## src/rtl/gpio_periph.sv

```systemverilog
// ---------------------------------------------------------------------------
// gpio_periph
//   Memory-mapped GPIO peripheral on the CPU data-memory bus. It provides
//   WIDTH channels with an output latch, direction control, atomic
//   set/clear/toggle, a synchronised input view and edge-triggered interrupt
//   status with write-1-to-clear.
//
//   Register map (byte offset from BASE_ADDR, word aligned):
//     0x00 OUT   RW     0x10 DIR   RW
//     0x04 SET   W      0x14 IN    RO  (synchronised pins)
//     0x08 CLR   W      0x18 IEN   RW
//     0x0C TGL   W      0x1C STAT  RW1C
//   Write-only registers read as 0. Unaligned or out-of-window accesses
//   are ignored and read as 0.
//
// Ports
//   clk       system clock, all state on posedge
//   rst       asynchronous active-high reset
//   address   bus byte address (10 bits)
//   data_in   write data; bits above WIDTH-1 are ignored
//   write     write strobe
//   data_out  registered read data, zero-extended above WIDTH-1
//   gpio_in   asynchronous pin inputs
//   gpio_out  OUT register
//   gpio_oe   DIR register (1 = drive)
//   irq       |(STAT & IEN)
// ---------------------------------------------------------------------------
module gpio_periph #(
  parameter int               WIDTH     = 8,
  parameter logic [9:0]       BASE_ADDR = 10'h50,
  parameter logic [WIDTH-1:0] RESET_OUT = '0
) (
  input  logic             clk,
  input  logic             rst,
  input  logic [9:0]       address,
  input  logic [31:0]      data_in,
  input  logic             write,
  output logic [31:0]      data_out,
  input  logic [WIDTH-1:0] gpio_in,
  output logic [WIDTH-1:0] gpio_out,
  output logic [WIDTH-1:0] gpio_oe,
  output logic             irq
);

  localparam logic [9:0] WIN_SIZE = 10'd32;

  // Word index inside the window (offset[4:2]).
  localparam logic [2:0] REG_OUT  = 3'd0;
  localparam logic [2:0] REG_SET  = 3'd1;
  localparam logic [2:0] REG_CLR  = 3'd2;
  localparam logic [2:0] REG_TGL  = 3'd3;
  localparam logic [2:0] REG_DIR  = 3'd4;
  localparam logic [2:0] REG_IN   = 3'd5;
  localparam logic [2:0] REG_IEN  = 3'd6;
  localparam logic [2:0] REG_STAT = 3'd7;

  logic [WIDTH-1:0] out_q;
  logic [WIDTH-1:0] dir_q;
  logic [WIDTH-1:0] ien_q;
  logic [WIDTH-1:0] stat_q;
  logic [WIDTH-1:0] sync1_q;
  logic [WIDTH-1:0] sync2_q;
  logic [WIDTH-1:0] prev_q;
  logic [1:0]       arm_q;

  // -------------------------------------------------------------------------
  // Address decode
  // -------------------------------------------------------------------------
  logic [9:0]       offset;
  logic             hit;
  logic [2:0]       reg_sel;
  logic             wr_hit;
  logic [WIDTH-1:0] wdata;

  // Subtracting the base and comparing against the window size covers both
  // the lower and upper window bounds with one compare.
  assign offset  = address - BASE_ADDR;
  assign hit     = (offset < WIN_SIZE) && (offset[1:0] == 2'b00);
  assign reg_sel = offset[4:2];
  assign wr_hit  = write && hit;
  assign wdata   = data_in[WIDTH-1:0];

  // Bits of data_in above WIDTH-1 are intentionally dropped.
  logic unused_data_in;
  assign unused_data_in = ^data_in;

  // -------------------------------------------------------------------------
  // OUT next-state: direct write plus atomic set/clear/toggle
  // -------------------------------------------------------------------------
  logic [WIDTH-1:0] out_d;

  always_comb begin
    out_d = out_q;
    if (wr_hit) begin
      case (reg_sel)
        REG_OUT: out_d = wdata;
        REG_SET: out_d = out_q | wdata;
        REG_CLR: out_d = out_q & ~wdata;
        REG_TGL: out_d = out_q ^ wdata;
        default: out_d = out_q;
      endcase
    end
  end

  // -------------------------------------------------------------------------
  // Edge detection and interrupt status
  // -------------------------------------------------------------------------
  logic             armed;
  logic [WIDTH-1:0] edge_det;
  logic [WIDTH-1:0] stat_clr;
  logic [WIDTH-1:0] stat_d;

  // The arm counter hides the reset-release transient: pins already high
  // while in reset ripple through sync/prev within three cycles and must
  // not look like an edge.
  assign armed    = (arm_q == 2'd3);
  assign edge_det = armed ? (sync2_q ^ prev_q) : '0;
  assign stat_clr = (wr_hit && (reg_sel == REG_STAT)) ? wdata : '0;
  // A detected edge overrides a simultaneous W1C of the same bit so that
  // no event is lost.
  assign stat_d   = (stat_q & ~stat_clr) | edge_det;

  // -------------------------------------------------------------------------
  // Read mux (pre-write register values)
  // -------------------------------------------------------------------------
  logic [31:0] rd_word;

  always_comb begin
    rd_word = '0;
    if (hit) begin
      case (reg_sel)
        REG_OUT:  rd_word[WIDTH-1:0] = out_q;
        REG_DIR:  rd_word[WIDTH-1:0] = dir_q;
        REG_IN:   rd_word[WIDTH-1:0] = sync2_q;
        REG_IEN:  rd_word[WIDTH-1:0] = ien_q;
        REG_STAT: rd_word[WIDTH-1:0] = stat_q;
        default:  rd_word = '0;
      endcase
    end
  end

  // -------------------------------------------------------------------------
  // State
  // -------------------------------------------------------------------------
  always_ff @(posedge clk or posedge rst) begin
    if (rst) begin
      out_q    <= RESET_OUT;
      dir_q    <= '0;
      ien_q    <= '0;
      stat_q   <= '0;
      sync1_q  <= '0;
      sync2_q  <= '0;
      prev_q   <= '0;
      arm_q    <= 2'd0;
      data_out <= '0;
    end else begin
      out_q    <= out_d;
      stat_q   <= stat_d;
      sync1_q  <= gpio_in;
      sync2_q  <= sync1_q;
      prev_q   <= sync2_q;
      data_out <= rd_word;
      if (!armed) begin
        arm_q <= arm_q + 2'd1;
      end
      if (wr_hit && (reg_sel == REG_DIR)) begin
        dir_q <= wdata;
      end
      if (wr_hit && (reg_sel == REG_IEN)) begin
        ien_q <= wdata;
      end
    end
  end

  assign gpio_out = out_q;
  assign gpio_oe  = dir_q;
  assign irq      = |(stat_q & ien_q);

endmodule

```

## config.mk

```make
export PLATFORM = sky130hd
export DESIGN_NAME = gpio_periph
export DESIGN_NICKNAME = d
export VERILOG_FILES = /design/src/rtl/gpio_periph.sv
export SDC_FILE = /design/constraint.sdc
export NUM_CORES = 1
export LEC_CHECK = 0
export ABC_AREA = 1
export BUFFER_PORTS_ARGS = -buffer_cell sky130_fd_sc_hd__buf_2
export CAP_MARGIN = 10
export CORE_MARGIN = 1
export CORE_UTILIZATION = 30
export CTS_CLUSTER_SIZE = 30
export DETAILED_ROUTE_END_ITERATION = 12
export PLACE_DENSITY = 0.58
export SETUP_SLACK_MARGIN = 0.05
export SYNTH_ARGS = -nofsm -noshare
export SYNTH_HDL_FRONTEND = slang
export SYNTH_SLANG_ARGS = --single-unit
export TNS_END_PERCENT = 5
```

## constraint.sdc

```tcl
create_clock -name clk -period 2.25 [get_ports clk]
set_input_delay 0.1125 -clock clk [delete_from_list [all_inputs] [get_ports clk]]
set_output_delay 0.1125 -clock clk [all_outputs]
set_load 0.01 [all_outputs]
```

# ---- Word level (Yosys, flattened, before mapping)
# Index checks and enable logic that the tools add are counted.
dict set report totals {
  out_inout_bits 49
  ram_bits 0
  rom_bits 0
  word_cells 44
  n_memories 0
  in_bits 53
  latchBits 0
  ff_bits 90
}
dict set report classes {
  eq_ne 8
  mux 5
  order_cmp 1
  n_reduce_logical 10
  bitwise 9
  n_addsub 2
  div 0
  shifts 0
  n_mul 0
}
# cell n
set op_table {}
lappend op_table {{8-bit one-hot mux with 5 select lines} 1}
lappend op_table {{8-bit one-hot mux with 4 select lines} 1}
lappend op_table {{8-bit bitwise AND} 3}
lappend op_table {{8-bit 2-to-1 mux} 3}
lappend op_table {{8-bit NOT} 2}
lappend op_table {{8-bit OR} 2}
lappend op_table {{8-bit XOR} 2}
lappend op_table {{3-bit equality test, second input constant} 4}
lappend op_table {{10-bit by 6-bit less-than comparator with 1-bit output, second input constant} 1}
lappend op_table {{10-bit by 7-bit subtractor with 10-bit output, second input constant} 1}
lappend op_table {{8-bit OR reduction} 1}
lappend op_table {{3-bit by 2-bit equality test with 1-bit output, second input constant} 2}
lappend op_table {{1-bit logical AND} 5}
lappend op_table {{4-bit nonzero test} 1}
lappend op_table {{3-bit by 1-bit equality test with 1-bit output, second input constant} 1}
lappend op_table {{3-bit zero test} 1}
lappend op_table {{2-bit by 1-bit adder with 2-bit output, second input constant} 1}
lappend op_table {{2-bit equality test, second input constant} 1}
lappend op_table {{2-bit zero test} 1}
lappend op_table {{2-bit AND reduction} 1}

# ---- Longest topological paths before layout
dict set report depth {
  depth_word 9
  depth_mapped 12
  mapped_depth_nobuf 10
}

# ---- Least setup slack after synthesis
# OpenSTA, ideal clock, no wires.
dict set report synth_path {
  path_type {input -> register}
  startpoint {input port address[4]}
  endpoint {register out_q[7] (netlist: gpio_out[7])}
  required_ns 2.132
  t_arrival_ns 1.291
  path_stages 10
  path_slack_ns 0.840
  path_buffers 2
  setup_time_ns 0.118
  path_cell_list {inv_2 > ha_1 > nor3b_1 > nand2_1 > nor2_4 > buf_6 > nand3_4 > buf_6 > nand2_1 > o21ai_2}
}
dict set report synth_between {
  elab_chain_cells 5
  word_cells_on_any_way 11
  classes_between {1 x add/sub; 1 x order compare; 3 x eq/ne; 1 x mux; 5 x reduce/logical}
}
# item line_no
set synth_lines {}
lappend synth_lines {{from (decl)} 35} ;# input logic [9:0] address,
lappend synth_lines {{10-bit by 7-bit subtractor with 10-bit output (*)} 77} ;# assign offset = address - BASE_ADDR;
lappend synth_lines {{10-bit by 6-bit less-than comparator with 1-bit output} 78} ;# assign hit = (offset < WIN_SIZE) && (offset[1:0] == 2'b00);
lappend synth_lines {{1-bit logical AND} 78}
lappend synth_lines {{1-bit logical AND} 80} ;# assign wr_hit = write && hit;
lappend synth_lines {{2-bit AND reduction (no source line)} --}
lappend synth_lines {{to (signal assigned)} 157} ;# out_q <= out_d;
lappend synth_lines {{to (decl)} 57} ;# logic [WIDTH-1:0] out_q;
# Every way passes the cells marked *; elsewhere a longest branch is shown, timed or not.
# A chain may end at the register's enable or synchronous reset.

# ---- Worst setup path in the final report
dict set report layout_path {
  startpoint {register ien_q[2]}
  endpoint {output port irq}
}
dict set report layout_between {
  elab_chain_cells 2
}
# item line_no
set layout_lines {}
lappend layout_lines {{from (decl)} 59} ;# logic [WIDTH-1:0] ien_q;
lappend layout_lines {{from (signal assigned)} 170} ;# ien_q <= wdata;
lappend layout_lines {{8-bit bitwise AND} 177} ;# assign irq = |(stat_q & ien_q);
lappend layout_lines {{8-bit OR reduction} 177}
lappend layout_lines {{to (decl)} 42} ;# output logic irq
# No other way between the ends.

==> metrics.md <==
| Metric | Value |
|---|---|
| Sw frac | `0.2511` |
| Cts hold-fix bufs | `9` |
| Clock power share | `0.386` |
| Core Area | `10890 um^2` |
| Largest net degree at the start of global routing | `27` |
| Crit-path cells | `nand2_1 -> o21ai_0 -> a21oi_1 -> nand4_1 -> buf_2` |
| First-pass GRT wire length | `12910 um` |
| YS warnings | `0` |
| Launch point of the worst reg-to-reg path | `arm_q[0]` |
| Metal3 WL | `533 um` |
| Die Width | `108.1 um` |
| Post-synth EDFFs | `0` |
| DR pass1 iterations | `5` |
| Leak pwr | `2.022 nW` |
| Clock tree root driver cell | `clkbuf_8` |
| Crit path max fanout | `3` |
| Number of port buffers | `53` |
| Net Switching | `~0.62 mW` |
| Crit Path Category | `register to output pin` |
| GPL Wtd Cong | `0.8649` |
| Syn Inst Count | `381` |
| Uppermost layer routed | `met4` |
| Max-cap violations | `0` |
| Setup Viol. Count Final | `0` |
| Worst endpoint data arrival time | `1360 ps` |
| Share of layout cells above drive strength 1 | `0.2013` |
| Drt drc | `0` |
| Crit-path max cell delay | `~400 ps` |
| Fin crit share | `0.6552` |
| CTS tree | `done` |
| Clk_lat worst skew | `between 300 and 400 ps` |
| Number of global-route vias before repair | `around 2500` |
| CP endpoint kind | `output pin` |
| Crit path from | `ien_q[2]` |
| Critical path required time | `2140 ps` |
| WL met1 | `approximately 3600 um` |
| PwrDens | `just over 600 nW/um^2` |
| Vias per inst | `4.693` |
| Min Tclk post-route | `1474 ps` |
| N_diodes | `0` |
| Clk sinks | `66` |
| Top cells by count, synth | `99 x nand2_1, 66 x dfrtp_1, 39 x inv_1` |
| Count of cell types in the netlist | `30` |
| DR iter-0 viols | `185` |
| Drt wl/cell | `13.59 um` |
| Post_cts resized | `0` |
| Sequential power share | `0.506` |
| Clock buffer count from CTS | `9` |
| Sequential fraction of the synthesis area | `0.4893` |
| Clock transition at path regs | `about 60 ps` |
| Class of the worst hold path | `input port to register` |
| R2R setup slack | `970 ps` |
| Reg-to-reg endpoint | `arm_q[1]` |
| Critical path startpoint category | `register` |
| Share of the synthesized area in the top cell type | `0.4893` |
| Maximum clock frequency | `678.3 MHz` |
| Synthesized area per cell | `8.860 um^2` |
| GR Util All Layers | `0.1499` |
| Outcome | `finished clean` |
| Utilization after layout | `0.3645` |
| RSZ-0062 raised after global routing | `no` |
| IO Pins | `around 100` |
| Row Count | `38` |
| Initial antenna violation count | `0` |
| # nets final | `519` |
| Peak VDD IR | `0.0004361 V` |
| Longest Clk Path Bufs | `2` |
| Ys async rst share | `1.000` |
| Total Wirelength | `a little over 8000 um` |
| Via count | `2778` |
| Final Non-Filler Cells | `592` |
| Sum Neg Setup Slack | `0 ps` |
| GRT overflow | `0` |
| Leading area contributor after synthesis | `dfrtp_1` |
| Pre-CTS setup slack | `480.3 ps` |
| ANT nets after route | `0` |
| Slowest-stage cell, CP | `dfrtp_1` |
| Top post-synthesis cells by area | `dfrtp_1 49%, nand2_1 11%, ha_1 6.7%, buf_4 5.8%, inv_1 4.3%` |
| Total power | `2.472 mW` |
| Int Pwr | `1.851 mW` |
| Hpwl dp | `about 6000 um` |
| FF+latch count, synth | `66` |
| Chip height | `108.1 um` |
| Die area | `around 12000 um^2` |
| Mapped Area | `3376 um^2` |
| Top-count cell post-synth | `nand2_1` |
| Met2 Wirelength | `3869 um` |
| Predominant post-synthesis flop cell | `dfrtp_1` |
| Worst Tran Pin Value | `577.6 ps` |
| CP endpoint | `irq` |
| Final Hold Viols | `0` |
| Hold path startpoint | `data_in[0]` |
| Gate power share | `0.109` |
| Relative slew slack | `0.6135` |
| Placed cell count | `around 570` |
| H-tree levels | `3` |
| Post-CTS setup buffer count | `0` |
| Final worst slack | `about 780 ps` |
| R2R depth | `2` |
| Area growth from synthesis to layout | `17.57%` |
| Final Skew | `7.427 ps` |
| Initial Util | `0.3100` |
| Slew Limit Fails | `0` |
per-stage QoR:
stage	cell area, um^2	hold WS, ps
floorplan	3462	143.9
global placement	3694	176.2
detailed placement	3694	187.3
CTS	3969	55.61
global route	3969	68.98
finish	3969	72.11
worst max-delay path: cells and delay by family, from the launching register on:
| kind | cells | cell delay, ps |
|---|---|---|
| AOI/OAI and AO/OA | 2 | 240 |
| DFF | 1 | 400 |
| buffers and inverters | 1 | 160 |
| and+or+nand+nor | 2 | 220 |
layout make-up:
type,count,area [um^2]
sequential,66,1652
tap,140,175.2
clock buffer,12,145.1
fill,1101,6919
clock inverter,3,40.04
inverter,41,153.9
multi-input combinational,263,1410
timing repair buffer,67,392.9
worst min path at each step:
stage,to,slack (ps),depth (start not counted)
after floorplan,sync1_q[0],140,0
after global placement,sync1_q[4],180,2
after detailed placement,sync1_q[4],190,2
after CTS,gpio_out[0],60,3
after global routing,gpio_out[0],70,3
final,gpio_out[0],70,3
layout by cell type (no fill, tap or decap), drive strengths merged:
master / instances
o211a: 4
o22ai: 3
nand4: 17
nor2: 11
ha: 18
dlygate4sd3: 9
xnor2: 1
inv: 40
a21oi: 18
buf: 58
clkbuf: 12
nand3: 24
conb: 24
mux2: 1
dfrtp: 66
o221ai: 1
bufinv: 1
o21ai: 27
nor3b: 1
a22oi: 4
or2: 8
nand2: 101
clkinv: 3
state kept, by name, indices dropped and copies added, names as in the netlist:
register,count
gpio_oe,8
gpio_out,8
sync1_q,8
stat_q,8
arm_q,2
ien_q,8
sync2_q,8
data_out,8
prev_q,8
logic make-up (layout without fill, tap and decap cells):
family	after synthesis	after routing	synth area share
buffers and inverters	75	123	0.1186
AOI/OAI and AO/OA	57	57	0.09785
DFF	66	66	0.4893
xor gates and xnor gates	1	1	0.002595
and+or+nand+nor	162	162	0.2205
muxes	1	1	0.003336
other	1	24	0.001111
adders and majority gates	18	18	0.06672
per-layer routing:
layer | up-vias | track usage
met5 | - | 0
met4 | 0 | 0.03718
met3 | 9 | 0.05726
met2 | 116 | 0.2416
met1 | 1318 | 0.1884
li1 | 1335 | -
power groups by stage:
stage | clock (mW) | combinational [mW] | sequential (mW)
global placement | 0 | 0.252 | 1.27
floorplan | 0 | 0.190 | 1.27
detailed placement | 0 | 0.257 | 1.27
finish | 0.954 | 0.268 | 1.25
CTS | 0.982 | 0.271 | 1.25
global route | 1.05 | 0.307 | 1.25
(Power assumes the default switching activity.)
